## config.mk

```make
export PLATFORM = sky130hd
export DESIGN_NAME = exec_shift_issue
export DESIGN_NICKNAME = d
export VERILOG_FILES = /design/src/rtl/exec_shift_issue_pkg.sv /design/src/rtl/exec_shift_pipe_reg.sv /design/src/rtl/exec_shift_issue.sv
export SDC_FILE = /design/constraint.sdc
export NUM_CORES = 1
export LEC_CHECK = 0
export CAP_MARGIN = 40
export CORE_UTILIZATION = 42
export CTS_BUF_LIST = sky130_fd_sc_hd__clkbuf_16
export CTS_CLUSTER_DIAMETER = 40
export DETAILED_ROUTE_END_ITERATION = 12
export HOLD_SLACK_MARGIN = 0.15
export PLACE_DENSITY = 0.8
export SYNTH_ARGS = -nofsm -noshare
export SYNTH_HDL_FRONTEND = slang
export SYNTH_SLANG_ARGS = --single-unit
```

## constraint.sdc

```tcl
create_clock -name clk -period 1.77 [get_ports clk]
set_clock_uncertainty 0.1 [all_clocks]
set_input_delay 0.2655 -clock clk [delete_from_list [all_inputs] [get_ports clk]]
set_output_delay 0.2655 -clock clk [all_outputs]
set_load 0.01 [all_outputs]
```

## src/rtl/exec_shift_issue_pkg.sv

```systemverilog
// Shared widths, op encodings and stage payload types for the exec-stage shift issue block.
// Port summary: none (package only).
// Payload structs are packed so they pass straight through the generic register slice.
package exec_shift_issue_pkg;

  localparam int W_OPR   = 32;
  localparam int W_SHAMT = 5;
  localparam int W_TAG   = 5;

  // Keeps only the low W_SHAMT bits of a shift amount (modulo-W_OPR wrap).
  localparam logic [W_OPR-1:0] SHAMT_MASK = W_OPR'((1 << W_SHAMT) - 1);

  typedef enum logic [1:0] {
    OP_SHL = 2'b00,
    OP_SHR = 2'b01,
    OP_SAR = 2'b10,
    OP_ILL = 2'b11
  } op_e;

  // Stage 1: the op as received from decode.
  typedef struct packed {
    op_e              op;
    logic [W_OPR-1:0] opr0;
    logic [W_OPR-1:0] opr1;
    logic [W_TAG-1:0] tag;
  } s1_t;

  // Stage 2: the captured shifter result ready for writeback.
  typedef struct packed {
    logic [W_OPR-1:0] result;
    logic [W_TAG-1:0] tag;
    logic             illegal;
  } s2_t;

endpackage

```

## src/rtl/exec_shift_pipe_reg.sv

```systemverilog
// Generic valid/ready register slice with synchronous flush; W-bit payload.
// Latency 1 cycle; full throughput because in_ready looks through to out_ready.
// Ports: clk, rst_n, flush, in_valid/in_ready/in_data (upstream), out_valid/out_ready/out_data (downstream).
module exec_shift_pipe_reg #(
  parameter int W = 1
) (
  input  logic         clk,
  input  logic         rst_n,
  input  logic         flush,
  input  logic         in_valid,
  output logic         in_ready,
  input  logic [W-1:0] in_data,
  output logic         out_valid,
  input  logic         out_ready,
  output logic [W-1:0] out_data
);

  logic         valid_q;
  logic [W-1:0] data_q;
  logic         load;

  // Ready whenever the slot is empty or is being drained this cycle.
  // Deliberately independent of flush so upstream sees a stable ready.
  assign in_ready = !valid_q || out_ready;
  assign load     = in_valid && in_ready && !flush;

  always_ff @(posedge clk or negedge rst_n) begin
    if (!rst_n) begin
      valid_q <= 1'b0;
      data_q  <= '0;
    end else begin
      if (flush) begin
        valid_q <= 1'b0;
      end else if (load) begin
        valid_q <= 1'b1;
      end else if (out_ready) begin
        valid_q <= 1'b0;
      end
      // Payload is left untouched by flush; only the valid bit matters.
      if (load) begin
        data_q <= in_data;
      end
    end
  end

  assign out_valid = valid_q;
  assign out_data  = data_q;

endmodule

```

## src/rtl/exec_shift_issue.sv

```systemverilog
// Issue/collect controller around the exec-stage combinational shifter: registers ops, drives the shifter, captures results.
// Latency: accepting cycle to out_valid_o is 2 cycles; 1 op/cycle sustained; up to 2 ops buffered under backpressure.
// Backpressure: in_ready_o drops only when both stages hold data and out_ready_i is low; flush_i drops everything in flight.
// Ports: decode side in_*; shifter side sh_opr0_o/sh_opr1_o/sh_shl_o/sh_ash_o and sh_result_i;
//        writeback side out_*; flush_i and busy_o for pipeline control.
// Optional macro EXEC_SHIFT_MASK_EN: when defined, the shift amount sent to the shifter wraps modulo W_OPR.
module exec_shift_issue
  import exec_shift_issue_pkg::*;
(
  input  logic             clk,
  input  logic             rst_n,
  input  logic             flush_i,
  input  logic             in_valid_i,
  output logic             in_ready_o,
  input  logic [1:0]       in_op_i,
  input  logic [W_OPR-1:0] in_opr0_i,
  input  logic [W_OPR-1:0] in_opr1_i,
  input  logic [W_TAG-1:0] in_tag_i,
  output logic [W_OPR-1:0] sh_opr0_o,
  output logic [W_OPR-1:0] sh_opr1_o,
  output logic             sh_shl_o,
  output logic             sh_ash_o,
  input  logic [W_OPR-1:0] sh_result_i,
  output logic             out_valid_o,
  input  logic             out_ready_i,
  output logic [W_OPR-1:0] out_result_o,
  output logic [W_TAG-1:0] out_tag_o,
  output logic             out_illegal_o,
  output logic             busy_o
);

  s1_t  s1_d, s1_q;
  s2_t  s2_d, s2_q;
  logic s1_valid;
  logic s2_free;

  assign s1_d = '{op: op_e'(in_op_i), opr0: in_opr0_i, opr1: in_opr1_i, tag: in_tag_i};

  exec_shift_pipe_reg #(.W($bits(s1_t))) u_s1 (
    .clk       (clk),
    .rst_n     (rst_n),
    .flush     (flush_i),
    .in_valid  (in_valid_i),
    .in_ready  (in_ready_o),
    .in_data   (s1_d),
    .out_valid (s1_valid),
    .out_ready (s2_free),
    .out_data  (s1_q)
  );

  // Shifter drive comes from S1 only and is forced to zero while S1 is empty
  // so the shifter inputs do not toggle on stale data.
  always_comb begin
    sh_opr0_o = '0;
    sh_opr1_o = '0;
    sh_shl_o  = 1'b0;
    sh_ash_o  = 1'b0;
    if (s1_valid) begin
      sh_opr0_o = s1_q.opr0;
`ifdef EXEC_SHIFT_MASK_EN
      sh_opr1_o = s1_q.opr1 & SHAMT_MASK;
`else
      sh_opr1_o = s1_q.opr1;
`endif
      sh_shl_o  = (s1_q.op == OP_SHL);
      sh_ash_o  = (s1_q.op == OP_SAR);
    end
  end

  // Illegal ops still flow down the pipe so writeback sees the tag, but with a zero result.
  always_comb begin
    s2_d         = '0;
    s2_d.illegal = (s1_q.op == OP_ILL);
    s2_d.result  = s2_d.illegal ? '0 : sh_result_i;
    s2_d.tag     = s1_q.tag;
  end

  exec_shift_pipe_reg #(.W($bits(s2_t))) u_s2 (
    .clk       (clk),
    .rst_n     (rst_n),
    .flush     (flush_i),
    .in_valid  (s1_valid),
    .in_ready  (s2_free),
    .in_data   (s2_d),
    .out_valid (out_valid_o),
    .out_ready (out_ready_i),
    .out_data  (s2_q)
  );

  assign out_result_o  = s2_q.result;
  assign out_tag_o     = s2_q.tag;
  assign out_illegal_o = s2_q.illegal;
  assign busy_o        = s1_valid || out_valid_o;

endmodule

```

==> flow_summary.ini, run 1 <==
[global_routing]
grt_overflow = 0
grt_pass1_vias = 3791
antenna_found_initial = 1
grt_max_degree = 112
grt_usage_pct = 21.7
grt_pass1_wl_um = 19400

[power]
p_sw_uw = 1950
power_leakage_uw = 0.00369
power_uw = 7400
p_per_area_mw_per_mm2 = 923
max-vdd-ir-drop_mv = 0.545
p_int_uw = 5450
switching_share_pct = 26.4
pwr-share-seq_pct = 44.5
comb_power_share_pct = 29.1
pwr-share-clk_pct = 26.3

[finish]
final_cell_mix = clkdlybuf4s50_1, dfrtp_1, buf_6, and2_4
fin_area_mm2 = 0.00802
final_nets = 728
drive_above_1_share_pct = 35.4
final_cells = 765
syn_to_final_growth_pct = 64.8
layout_commonest_cell = clkdlybuf4s50_1

[worst_setup_path]
rrSetupSlack_ns = -0.14
r2r-end = u_s1.out_data[63]
critPathCaptureType = flop
start_kind = flop
worstPathArrival_ns = 2.03
cp_max_fo = 16
worstReg2RegStart = u_s1.out_valid
cp.required_ns = 1.90
r2r_cells = 7
crit_type = flop to flop

[clock_tree]
numCtsBuffers = 9
clkSlewWorstSetupHoldPaths_ns = 0.07
clock_path_buffers = 2
cts_root_buf = clkbuf_16
htree_levels = 3
cts_sinks = 111
cts_tree = built
insertion_delay_ns = 0.34

[synth]
yosysWarnings = 0
ys_seq_area_share_pct = 57.0
synthesis.area_mm2 = 0.00487
syn_area_per_cell_um2 = 12.7
syn_nets = 492
synthCells = 384
yosysUniqueCellTypes = 21
synth-seq-cells = 111

[sta]
max_freq_mhz = 524
hold_viol = 0
finalSetupViolations = 96
post-route-min-period_ns = 1.91
worst_slack_ns = -0.138
slew_headroom_pct = 59.5
setup_tns_ns = -7.16
rsz0062_at_grt = true
worst_pin_slew_ns = 0.608
finalCritPeriodShare_pct = 108
slew_violations = 0

[placement]
dp.cells = 734
dp_hpwl_um = 8820
postPlaceCellArea_mm2 = 0.00724
port_buffers = 214
routabilityCongestion = 0.734

[outcome]
failed_checks = setup timing
status = finished with violations

[floorplanning]
pin_count = 215
die_w_um = 110
initial_utilization_pct = 44.0
core_mm2 = 0.0111
placementRows = 38
design.die.area_mm2 = 0.0120
die_height_um = 110

[hold_path]
hold_path.class = input pin to flop
hold_path_end = u_s2.out_data[24]
hold_depth = 3
hp-start = sh_result_i[18]

[route]
vias_per_cell = 4.78
drc = 0
wl_per_cell_um = 17.2
ant_nets = 0
first_pass_iters = 4
detail_route.iter0.violations = 99
num_vias = 3657
drt_wl_total_um = 13200

[run]
maxCapViolations = 0
==> cell families (layout without fill, tap and decap cells) <==
kind of cell    count (synthesis)  after routing  synth area share (%)
flops                         111            111                  57.0
mux                           109            109                  24.4
compound gates                  2              2                 0.437
buf+inv                        55            295                  5.81
other cells                     0              1                     0
simple gates                  107            107                  12.4
==> power by group through the flow <==
stage | Clock, uW | Combinational (uW) | Sequential [uW]
2_1_floorplan | 0 | 696 | 3370
3_3_place_gp | 0 | 1890 | 3290
3_5_place_dp | 0 | 1950 | 3320
4_1_cts | 1990 | 2050 | 3280
5_1_grt | 2110 | 2320 | 3360
6_report | 1950 | 2160 | 3300
==> flip-flops by register name, indices dropped and copies added, names as in the netlist <==
register	count
u_s1.out_data	71
u_s2.out_data	38
u_s1.out_valid	1
u_s2.out_valid	1
==> critical path, stage by stage (launching register included) <==
cell	delay [ns]
dfrtp_2	0.43
buf_6	0.13
buf_6	0.13
buf_16	0.14
a21oi_4	0.18
buf_12	0.16
clkbuf_16	0.19
mux2_2	0.34
==> synthesized netlist by cell type, drive strengths merged <==
master / instances / area (um^2)
mux2: 76 / 856
nor3b: 2 / 20.0
nand2b: 1 / 13.8
or2: 1 / 6.26
inv: 33 / 124
a21oi: 2 / 21.3
clkbuf: 9 / 33.8
and3b: 1 / 8.76
nand2: 34 / 128
nor2: 3 / 11.3
dfrtp: 111 / 2780
and2: 64 / 400
nor2b: 1 / 13.8
mux2i: 33 / 330
buf: 13 / 125
==> routing by layer <==
metal	wire, um	vias up	GRT usage, %	share of wire, %
li1	-	1703	-	-
met1	5100	1799	24.2	39
met2	7000	132	39.3	53
met3	745	23	4.45	5.7
met4	332	0	10.3	2.5
met5	0	-	0	0
==> how the worst max path moves through the flow <==
stage	start	endpoint	slack, ns	cells after the start
after CTS	u_s1.out_valid	sh_opr1_o[2]	-0.14	6
after floorplan	u_s2.out_valid	u_s1.out_data[41]	0.20	4
final	u_s1.out_valid	u_s1.out_data[63]	-0.14	7
after detailed placement	out_ready_i	u_s1.out_data[39]	-0.18	5
after global placement	out_ready_i	u_s1.out_data[43]	-0.15	5
after global routing	u_s1.out_valid	u_s1.out_data[16]	-0.16	7
==> through the flow <==
stage,util [%],hold WS (ns),worst slack [ns]
floorplan,-,-0.130,0.196
global placement,65.4,0.294,-0.152
detailed placement,65.4,0.302,-0.179
CTS,70.0,0.364,-0.136
global route,72.4,0.382,-0.162
finish,72.4,0.372,-0.138
==> final cells by class <==
| cell class | count | area [um^2] |
|---|---|---|
| well taps | 140 | 175 |
| inverters | 33 | 124 |
| repair buffers | 247 | 2640 |
| multi-input cells | 218 | 2030 |
| diodes | 1 | 2.50 |
| clock buffers | 9 | 225 |
| fillers | 769 | 3050 |
| flip-flops and latches | 111 | 2780 |
| clock inverters | 6 | 53.8 |
==> what timing repair did <==
item / CTS / global route
gates resized for setup: 347 / 75
setup buffers: 7 / 3
cloned: 6 / 1
hold buffers: 1 / 0
pin swaps: 1 / 2
hold endpoints to repair: 111 / 0
endpoints found under the setup margin: 68 / 170
No activity file was read; power rests on OpenSTA's default activity.
==> run 2, diff against run 1 <==
- HOLD_SLACK_MARGIN: 0.15 -> unset
- MAX_ROUTING_LAYER: unset -> met4
==> run 2 against run 1 <==
  * Global-route usage rose by 0.59 points
  * Count of clock-buffer cells in the layout did not move
  * First-iteration DRC count fell by 9.1%
  * Non-clock buffer count did not move
  * Via count fell by 0.44%
  * The run still ends with setup timing left
  * Critical path type unchanged
  * Hold slack improved by 0.0025 ns
  * Sequential share of layout area fell by 0.054 points
  * Combinational power barely moved
  * Core utilization rose by 0.11 points
  * Setup slack barely moved
  * Wire length rose by 0.17%
  * Cell area rose by 0.16%
==> flow_summary.ini, run 2 (same netlist as run 1, synthesis figures left out) <==
[outcome]
status = finished with violations
failed_checks = setup timing

[worst_setup_path]
rrSetupSlack_ns = -0.14
r2r_cells = 7
start_kind = flop
worstReg2RegStart = u_s1.out_valid
cp.required_ns = 1.90
critPathCaptureType = flop
r2r-end = u_s1.out_data[63]
worstPathArrival_ns = 2.03
crit_type = flop to flop
cp_max_fo = 16

[power]
pwr-share-seq_pct = 44.4
comb_power_share_pct = 29.1
p_per_area_mw_per_mm2 = 923
max-vdd-ir-drop_mv = 0.546
pwr-share-clk_pct = 26.4
p_int_uw = 5460
switching_share_pct = 26.5
p_sw_uw = 1960
power_leakage_uw = 0.00370

[sta]
finalSetupViolations = 97
slew_violations = 0
finalCritPeriodShare_pct = 108
worst_pin_slew_ns = 0.623
max_freq_mhz = 524
slew_headroom_pct = 58.5
hold_viol = 0
post-route-min-period_ns = 1.91
hold_slack_ns = 0.375
worst_slack_ns = -0.138
rsz0062_at_grt = true

[floorplanning]
core_mm2 = 0.0111
design.die.area_mm2 = 0.0120
die_height_um = 110
initial_utilization_pct = 44.0
placementRows = 38
die_w_um = 110
pin_count = 215

[clock_tree]
insertion_delay_ns = 0.34
numCtsBuffers = 9
cts_root_buf = clkbuf_16
cts_tree = built
cts_sinks = 111
clkSlewWorstSetupHoldPaths_ns = 0.07
htree_levels = 3
clock_path_buffers = 2

[global_routing]
grt_pass1_vias = 3802
antenna_found_initial = 1
grt_usage_pct = 22.3
grt_overflow = 0
grt_pass1_wl_um = 19300
grt_max_degree = 112

[route]
num_vias = 3641
wl_per_cell_um = 17.3
detail_route.iter0.violations = 90
ant_nets = 0
drt_wl_total_um = 13200
first_pass_iters = 4
vias_per_cell = 4.76
drc = 0

[placement]
dp_hpwl_um = 8820
routabilityCongestion = 0.743
postPlaceCellArea_mm2 = 0.00724
port_buffers = 214

[hold_path]
hp-start = sh_result_i[18]
hold_depth = 3
hold_path_end = u_s2.out_data[24]
hold_path.class = input pin to flop

[finish]
fin_area_mm2 = 0.00804
layout_commonest_cell = clkdlybuf4s50_1
syn_to_final_growth_pct = 65.0
final_nets = 728
final_cell_mix = clkdlybuf4s50_1, dfrtp_1, buf_6, and2_4
largest_register_ffs = 71
drive_above_1_share_pct = 35.6

[run]
maxCapViolations = 0
-- run 2: timing repair --
action | in CTS | in global routing
gates cloned | 6 | 1
setup endpoints to repair | 68 | 170
pin swaps | 1 | 2
hold buffers | 1 | 0
gates resized for setup | 347 | 78
hold endpoints to repair | 111 | 0
setup buffers | 7 | 3
-- run 2: per-stage QoR --
| step | util [%] | TNS, ns | setup slack [ns] | power, uW | cells |
|---|---|---|---|---|---|
| 6_report | 72.5 | -7.10 | -0.138 | 7420 | 765 |
| 5_1_grt | 72.5 | -12.78 | -0.163 | 7780 | 765 |
| 4_1_cts | 70.0 | -6.50 | -0.136 | 7330 | 763 |
| 3_5_place_dp | 65.4 | -11.68 | -0.179 | 5270 | 734 |
| 3_3_place_gp | 65.4 | -9.59 | -0.152 | 5180 | 734 |
| 2_1_floorplan | - | 0 | 0.196 | 4070 | 384 |
-- run 2: cell type report --
| class | count | area (um^2) |
|---|---|---|
| diodes | 1 | 2.50 |
| clock buffers | 9 | 225 |
| clock inverters | 6 | 53.8 |
| fillers | 769 | 3040 |
| inverters | 33 | 124 |
| multi-input cells | 218 | 2030 |
| flip-flops and latches | 111 | 2780 |
| well taps | 140 | 175 |
| repair buffers | 247 | 2640 |
-- run 2: worst max-delay path: stages, from the launching register on --
cell	delay, ns
dfrtp_2	0.43
buf_6	0.13
buf_6	0.13
buf_16	0.14
a21oi_4	0.18
buf_12	0.16
clkbuf_16	0.19
mux2_2	0.34
-- run 2: worst max-delay path by stage --
| stage | from | endpoint | depth (start not counted) |
|---|---|---|---|
| 3_5_place_dp | out_ready_i | u_s1.out_data[39] | 5 |
| 6_report | u_s1.out_valid | u_s1.out_data[63] | 7 |
| 5_1_grt | u_s1.out_valid | u_s1.out_data[16] | 7 |
| 3_3_place_gp | out_ready_i | u_s1.out_data[43] | 5 |
| 4_1_cts | u_s1.out_valid | sh_opr1_o[2] | 6 |
| 2_1_floorplan | u_s2.out_valid | u_s1.out_data[41] | 4 |
-- run 2: power groups by stage --
stage	clock network [uW]	logic [uW]	registers [uW]
floorplan	0	696	3370
global placement	0	1890	3290
detailed placement	0	1950	3320
CTS	1990	2050	3280
global route	2100	2320	3360
finish	1960	2160	3300
-- run 2: metal layers --
layer | GRT usage, % | vias up | part of all wire, %
li1 | - | 1702 | -
met2 | 39.3 | 125 | 53
met1 | 24.6 | 1796 | 39
met3 | 3.62 | 18 | 5.0
met5 | - | - | 0
met4 | 10.3 | 0 | 2.2
==> run 3, diff against run 2 <==
- CAP_MARGIN: 40 -> 20
- SKIP_LAST_GASP: unset -> 1
==> run 3 against run 2 <==
  * The run still ends with setup timing left
  * Register-to-register slack about the same
  * Flip-flop and latch count unchanged
  * Cell count increased by 0.13%
  * Sequential power about the same
  * Critical endpoint is now u_s1.out_data[29]
==> flow_summary.ini, run 3 (same netlist as run 1, synthesis figures left out) <==
[outcome]
status = finished with violations
failed_checks = setup timing

[hold_path]
hold_path.class = input pin to flop

[route]
vias_per_cell = 4.86
first_pass_iters = 4
ant_nets = 0
drt_wl_total_um = 13300
num_vias = 3720
detail_route.iter0.violations = 135
drc = 0
wl_per_cell_um = 17.4

[sta]
slew_headroom_pct = 60.1
finalSetupViolations = 119
hold_viol = 0
post-route-min-period_ns = 1.91
hold_slack_ns = 0.370
slew_violations = 0
max_freq_mhz = 522
finalCritPeriodShare_pct = 108
worst_pin_slew_ns = 0.599
worst_slack_ns = -0.144
rsz0062_at_grt = true

[clock_tree]
htree_levels = 3
cts_tree = built
clkSlewWorstSetupHoldPaths_ns = 0.07
cts_sinks = 111
clock_path_buffers = 2
insertion_delay_ns = 0.34
numCtsBuffers = 9
cts_root_buf = clkbuf_16

[placement]
routabilityCongestion = 0.743
dp.cells = 734
dp_hpwl_um = 8820
port_buffers = 214

[power]
p_per_area_mw_per_mm2 = 927
power_leakage_uw = 0.00365
max-vdd-ir-drop_mv = 0.545
power_uw = 7360

[floorplanning]
core_mm2 = 0.0111
pin_count = 215
die_w_um = 110
initial_utilization_pct = 44.0
die_height_um = 110
design.die.area_mm2 = 0.0120
placementRows = 38

[worst_setup_path]
start_kind = flop
critPathCaptureType = flop
worstPathArrival_ns = 2.04
crit_type = flop to flop
cp_max_fo = 16
cp.required_ns = 1.89

[global_routing]
grt_pass1_wl_um = 19400
grt_pass1_vias = 3807
grt_max_degree = 112
antenna_found_initial = 1
grt_usage_pct = 22.4
grt_overflow = 0

[finish]
final_nets = 729
drive_above_1_share_pct = 33.8
syn_to_final_growth_pct = 62.9
final_cells = 766
final_cell_mix = clkdlybuf4s50_1, dfrtp_1, buf_6, and2_4, mux2_2
layout_commonest_cell = clkdlybuf4s50_1
largest_register_ffs = 71

[run]
maxCapViolations = 0
[run 3: cell count changes in the layout (fill, tap and decap cells not counted)]
| cell | delta |
|---|---|
| buf_4 | +2 |
| and2_4 | -5 |
| mux2_4 | -12 |
| and2_1 | +5 |
| buf_6 | -3 |
| mux2_2 | +5 |
| buf_12 | -1 |
| buf_2 | +5 |
| mux2_1 | +7 |
| buf_8 | -2 |
[run 3: critical path, stage by stage, from the launching register on]
cell     delay, ns
dfrtp_2       0.43
buf_6         0.13
buf_6         0.13
buf_16        0.14
a21oi_4       0.19
buf_12        0.16
buf_12        0.16
mux2_2        0.35
[run 3: repair_timing]
item                                    in CTS  in global routing
hold buffers                                 1                  0
gates cloned                                 6                  2
setup buffers                                7                  3
pin swaps                                    1                  2
endpoints found under the hold margin      111                  0
endpoints found under the setup margin      68                169
gates resized for setup                    312                 85
[run 3: final timing paths]
path                                         from                 to  slack (ns)  depth (start not counted)
worst max-delay path               u_s1.out_valid  u_s1.out_data[29]       -0.14                          7
worst min-delay path              sh_result_i[18]  u_s2.out_data[24]        0.37                          3
worst max register to register     u_s1.out_valid  u_s1.out_data[29]       -0.14                          7
worst min register to register  u_s1.out_data[36]  u_s1.out_data[36]        0.38                          1
max in group asynchronous                   rst_n     u_s1.out_valid        0.67                          3
min in group asynchronous                   rst_n  u_s1.out_data[56]        0.44                          3
[run 3: layout make-up]
class	count	area [um^2]
clock inverter	6	53.8
antenna	1	2.50
sequential	111	2780
timing repair buffer	248	2600
multi-input combinational	218	1980
clock buffer	9	225
inverter	33	124
tap	140	175
fill	803	3140
[run 3: routing by layer]
layer | track usage, % | part of all wire, % | vias up
li1 | - | - | 1710
met1 | 24.5 | 39 | 1855
met2 | 39.6 | 53 | 131
met3 | 3.79 | 5.0 | 24
met4 | 10.4 | 2.4 | 0
met5 | - | 0 | -
[run 3: through the flow]
| step | setup TNS (ns) | util [%] | cell area [um^2] | worst slack [ns] |
|---|---|---|---|---|
| after detailed placement | -11.68 | 65.4 | 7240 | -0.179 |
| after global routing | -15.23 | 71.6 | 7940 | -0.185 |
| after CTS | -9.45 | 69.3 | 7680 | -0.150 |
| after floorplan | 0 | - | 4870 | 0.196 |
| final | -8.17 | 71.6 | 7940 | -0.144 |
| after global placement | -9.59 | 65.4 | 7240 | -0.152 |
[run 3: power breakdown]
group | total [uW] | leakage (uW) | internal [uW] | switching, uW
sequential | 3300 | 0.00132 | 3020 | 272
combinational | 2110 | 0.00219 | 1310 | 798
clock | 1950 | 0.000138 | 1070 | 879
total | 7360 | 0.00365 | 5410 | 1950
